`src/rtl/cbu_sched_pkg.sv`:
```
// rtl/cbu_sched_pkg.sv - shared types, constants and round-robin helpers for the timer scheduler
package cbu_sched_pkg;

    localparam int SLICE_W = 4;
    localparam int MAX_REQ = 8;

    typedef enum logic [1:0] {
        ST_IDLE,
        ST_LOAD,
        ST_RUN,
        ST_DONE
    } state_t;

    function automatic logic [2:0] rr_next(input logic [2:0] idx, input int n);
        return (int'(idx) + 1 >= n) ? 3'd0 : idx + 3'd1;
    endfunction

    // First requester at or after ptr, wrapping at n; returns ptr when none is set.
    function automatic logic [2:0] rr_pick(input logic [MAX_REQ-1:0] req, input logic [2:0] ptr,
                                           input int n);
        logic [2:0] win;
        logic       found;
        int         idx;
        win   = ptr;
        found = 1'b0;
        for (int k = 0; k < MAX_REQ; k++) begin
            idx = (int'(ptr) + k) % n;
            if (k < n && !found && req[idx[2:0]]) begin
                win   = idx[2:0];
                found = 1'b1;
            end
        end
        return win;
    endfunction

endpackage

```
`src/rtl/cbu_cnt_slice.sv`:
```
// rtl/cbu_cnt_slice.sv - 4-bit loadable up-counter slice with carry-in and carry-out
module cbu_cnt_slice
    import cbu_sched_pkg::*;
(
    input  logic               clk,
    input  logic               clr,
    input  logic               load,
    input  logic               en,
    input  logic               cai,
    input  logic [SLICE_W-1:0] d,
    output logic [SLICE_W-1:0] q,
    output logic               cao
);

    always_ff @(posedge clk) begin
        if (clr) begin
            q <= '0;
        end else if (load) begin
            q <= d;
        end else if (en && cai) begin
            q <= q + SLICE_W'(1);
        end
    end

    // Carry is independent of en so the chain also serves as the terminal detector.
    assign cao = cai & (&q);

endmodule

```
`src/rtl/cbu_timer_sched.sv`:
```
// rtl/cbu_timer_sched.sv - round-robin scheduler sharing one cascaded counter among NREQ requesters
module cbu_timer_sched
    import cbu_sched_pkg::*;
#(
    parameter int NREQ  = 4,
    parameter int WIDTH = 8
) (
    input  logic                  CLK,
    input  logic                  CS,
    input  logic [NREQ-1:0]       REQ,
    input  logic [NREQ*WIDTH-1:0] LEN,
    input  logic                  HOLD,
    output logic [NREQ-1:0]       GNT,
    output logic [NREQ-1:0]       DONE,
    output logic                  BUSY,
    output logic [WIDTH-1:0]      CNT
);

    localparam int NSL = WIDTH / SLICE_W;

    state_t               state;
    logic [2:0]           g;
    logic [2:0]           ptr;
    logic [2:0]           win;
    logic [MAX_REQ-1:0]   req_ext;
    logic [MAX_REQ-1:0]   win_oh;
    logic [MAX_REQ-1:0]   g_oh;
    logic [WIDTH-1:0]     load_val;
    logic [NSL:0]         carry;
    logic                 tc;
    logic                 cnt_load;
    logic                 cnt_en;

    assign req_ext  = MAX_REQ'(REQ);
    assign win      = rr_pick(req_ext, ptr, NREQ);
    assign win_oh   = MAX_REQ'(1) << win;
    assign g_oh     = MAX_REQ'(1) << g;
    // Loading the complement makes exactly LEN increments land on all ones.
    assign load_val = ~LEN[int'(g)*WIDTH +: WIDTH];

    assign carry[0] = 1'b1;
    assign tc       = carry[NSL];
    assign cnt_load = (state == ST_LOAD);
    assign cnt_en   = (state == ST_RUN) && req_ext[g] && !tc && !HOLD;
    assign BUSY     = (state != ST_IDLE);

    for (genvar k = 0; k < NSL; k++) begin : g_slice
        cbu_cnt_slice u_slice (
            .clk  (CLK),
            .clr  (CS),
            .load (cnt_load),
            .en   (cnt_en),
            .cai  (carry[k]),
            .d    (load_val[k*SLICE_W +: SLICE_W]),
            .q    (CNT[k*SLICE_W +: SLICE_W]),
            .cao  (carry[k+1])
        );
    end

    always_ff @(posedge CLK) begin
        if (CS) begin
            state <= ST_IDLE;
            g     <= '0;
            ptr   <= '0;
            GNT   <= '0;
            DONE  <= '0;
        end else begin
            case (state)
                ST_IDLE: begin
                    DONE <= '0;
                    if (|REQ) begin
                        g     <= win;
                        GNT   <= win_oh[NREQ-1:0];
                        state <= ST_LOAD;
                    end
                end
                ST_LOAD: begin
                    state <= ST_RUN;
                end
                ST_RUN: begin
                    // Cancel wins over terminal count on the same edge.
                    if (!req_ext[g]) begin
                        GNT   <= '0;
                        ptr   <= rr_next(g, NREQ);
                        state <= ST_IDLE;
                    end else if (tc) begin
                        GNT   <= '0;
                        DONE  <= g_oh[NREQ-1:0];
                        state <= ST_DONE;
                    end
                end
                ST_DONE: begin
                    DONE  <= '0;
                    ptr   <= rr_next(g, NREQ);
                    state <= ST_IDLE;
                end
                default: begin
                    state <= ST_IDLE;
                end
            endcase
        end
    end

endmodule

```
`config.mk`:
```
export PLATFORM = sky130hd
export DESIGN_NAME = cbu_timer_sched
export DESIGN_NICKNAME = d
export VERILOG_FILES = /design/src/rtl/cbu_sched_pkg.sv /design/src/rtl/cbu_cnt_slice.sv /design/src/rtl/cbu_timer_sched.sv
export SDC_FILE = /design/constraint.sdc
export NUM_CORES = 1
export LEC_CHECK = 0
export ABC_CLOCK_PERIOD_IN_PS = 2300
export BUFFER_PORTS_ARGS = -buffer_cell sky130_fd_sc_hd__buf_2
export CAP_MARGIN = 25
export CORE_MARGIN = 4
export CORE_UTILIZATION = 50
export CTS_CLUSTER_DIAMETER = 80
export CTS_CLUSTER_SIZE = 40
export DETAILED_ROUTE_END_ITERATION = 6
export PLACE_DENSITY = 0.91
export RECOVER_POWER = 50
export SKIP_CTS_REPAIR_TIMING = 1
export SYNTH_ARGS = -nofsm -noshare
export SYNTH_HDL_FRONTEND = slang
export SYNTH_SLANG_ARGS = --single-unit
```
`constraint.sdc`:
```
create_clock -name CLK -period 2.3 [get_ports CLK]
set_input_delay 0.115 -clock CLK [delete_from_list [all_inputs] [get_ports CLK]]
set_output_delay 0.115 -clock CLK [all_outputs]
set_load 0.1 [all_outputs]
```
==> results.tsv <==
stage	metric	value	unit
logic_synthesis	synth_top_flop_cell	dfxtp_1	
detailed_routing	drt_first_pass_iters	4	
sta	worstMarginPinSlew	1.18	ns
finish	n_antenna_cell	0	
sta	finalSetupViolations	0	
logic_synthesis	synthArstFlopShare	0	%
detailed_routing	via_per_inst	6.01	
sta	slew_viol_final	0	
detailed_routing	initialDrtViolationCount	140	
clock_network	cts_sinks	23	
finish	final_common_cell	buf_2	
logic_synthesis	syn_area_per_cell	8.89	µm²
global_route	grt.total_usage	22.7	%
global_route	grt_pass1_vias	1710	
logic_synthesis	syn_inst	195	
floorplan	dieArea	4470	µm²
critical_path	critPathLaunchType	flip-flop	
detailed_routing	wl_per_cell	15.8	µm
placed_design	port_buffers	55	
clock_network	cts_tree	done	
logic_synthesis	netlist_area	1730	µm²
critical_path	crit_arrival	2.26	ns
sta	holdWs	0.117	ns
detailed_routing	wl	4.62	mm
critical_path	crit_chain	inv_1 > ha_1 > inv_2 > or3_1 > or4_1 > a31oi_1	
sta	rsz0062_at_grt	false	
logic_synthesis	ys_ff_latch	23	
clock_network	numCtsBuffers	3	
floorplan	rows	21	
critical_path	slowest_delay	0.53	ns
global_route	grt_pass1_wl	7.75	mm
sta	tns	0	ns
finish	drive_above_1_share	27.6	%
critical_path	cp-end-kind	flip-flop	
detailed_routing	drc	0	
global_route	grt_max_degree	29	
flow_run	maxCapViolCount	0	
logic_synthesis	yosys_warnings	0	
sta	period_needed	1.98	ns
floorplan	dieHeight	66.9	µm
critical_path	path_max_fanout	6	
sta	finalCritPeriodShare	86.2	%
critical_path	cp.buffers_inverters	2	
sta	max_slew_margin	21.8	%
power_and_ir_drop	power.leakage	0.000804	µW
sta	max_freq	0.504	GHz
global_route	grt_overflow_total	0	
finish	area_growth	18.7	%
min_path	hold_class	input port to flip-flop	
clock_network	h-tree-depth	1	
finish	final_util	61.6	%
clock_network	clockBufferDepth	2	
floorplan	ios	56	
power_and_ir_drop	power.total	1910	µW
finish	final_nets	297	
finish	layout_common_cells	39 x buf_2, 17 x dfxtp_1, 16 x clkbuf_1	
sta	fin_skew	0.00637	ns
logic_synthesis	synthDistinctLibCells	52	
floorplan	start_util	51.9	%
clock_network	clk_latency	0.34	ns
critical_path	required	2.58	ns
power_and_ir_drop	ir_drop	0.000400	V
logic_synthesis	ys_seq_area_share	26.6	%
power_and_ir_drop	power_density	929	nW/µm²
critical_path	critical_path_class	flip-flop to flip-flop	
logic_synthesis	syn_nets	245	
critical_path	crit_family	simple AND/OR/NAND/NOR gates	
global_route	antenna_found_initial	0	
critical_path	crit_slowest_cell	or4_1	
sta	hold_viol	0	
outcome	outcome	complete, no violations	
logic_synthesis	synth_edf_count	0	
placed_design	gp_congestion	0.874	
clock_network	cts_root_buf	clkbuf_4	
clock_network	path_clk_slew	0.14	ns
detailed_routing	via_count	1756	
detailed_routing	ant_nets	0	
placed_design	dp_hpwl	3.60	mm
floorplan	die_x	66.9	µm
floorplan	core-area	3340	µm²
flip-flops by register name, summed over array words and instances (netlist names):
register,count
g,3
state,2
g_slice.u_slice.q,8
GNT,4
DONE,4
ptr,2
power breakdown:
part           total, µW  internal [µW]  leakage (µW)  switching, µW
sequential           563            484      0.000190           79.2
combinational       1140            304      0.000596            835
clock                209           65.6     0.0000177            143
total               1910            853      0.000804           1060
cell families (layout without fill, tap and decap cells):
group                    after synthesis  in the layout  share of synthesized area [%]
AND/OR/NAND/NOR                       66             66                           21.4
AO/OA/AOI/OAI                         58             58                           24.5
flip-flops                            23             23                           26.6
buffers and inverters                 23             74                           5.49
multiplexers                          14             14                           14.0
adder cells (fa/ha/maj)               11             11                           7.94
worst min-delay path, delay by kind of cell:
| kind | cells | cell delay (ns) |
|---|---|---|
| AND/OR/NAND/NOR | 2 | 0.15 |
| buffers and inverters | 1 | 0.10 |
| AO/OA/AOI/OAI | 1 | 0.07 |
stage by stage:
step | area, µm² | std cells | setup WS [ns]
finish | 2060 | 292 | 0.317
global route | 2060 | 292 | 0.214
CTS | 2080 | 292 | 0.332
detailed placement | 2050 | 288 | 0.395
global placement | 2050 | 288 | 0.472
floorplan | 1740 | 195 | 0.0642
synthesized netlist by cell type, types with 3 or more instances:
master    instances  area (µm²)
inv_1            10        37.5
nand2_1          10        37.5
o21ai_0           7        35.0
a21oi_1           8        40.0
nand3_1           4        20.0
dfxtp_1          23         460
nor2_1            8        30.0
mux4_2            8         180
buf_2             3        15.0
o31ai_1           3        22.5
ha_1             11         138
o211ai_1          3        22.5
nand2b_1          8        50.1
nor3_1            4        20.0
clkbuf_1          6        22.5
a31oi_1           6        37.5
mux2i_1           4        40.0
nand3b_1          5        37.5
o41ai_1           5        43.8
nor2b_1          10        62.6
nand4_1           5        31.3
final timing paths:
check | start | cells past startpoint | slack (ns) | end
setup reg to reg | state[0] | 6 | 0.32 | g_slice[1].u_slice.q[3]
setup / recovery | state[0] | 6 | 0.32 | g_slice[1].u_slice.q[3]
hold reg to reg | GNT[0] | 1 | 0.48 | GNT[0]
hold / removal | HOLD | 4 | 0.12 | g_slice[1].u_slice.q[1]
metal layers:
metal | vias up | global-route usage [%] | part of all wire (%)
met3 | 5 | 3.20 | 7.6
met5 | - | 0 | 0
li1 | 850 | - | -
met2 | 78 | 36.4 | 49
met4 | 0 | 8.86 | 1.2
met1 | 823 | 30.6 | 42
area by class of cell:
cell class	count	area (µm²)
fillers	297	1280
multi-input cells	149	1180
flip-flops and latches	23	468
repair buffers	59	285
well taps	46	57.6
inverters	11	41.3
clock buffers	3	22.5
clock inverters	1	5.00
(Power assumes the default switching activity.)
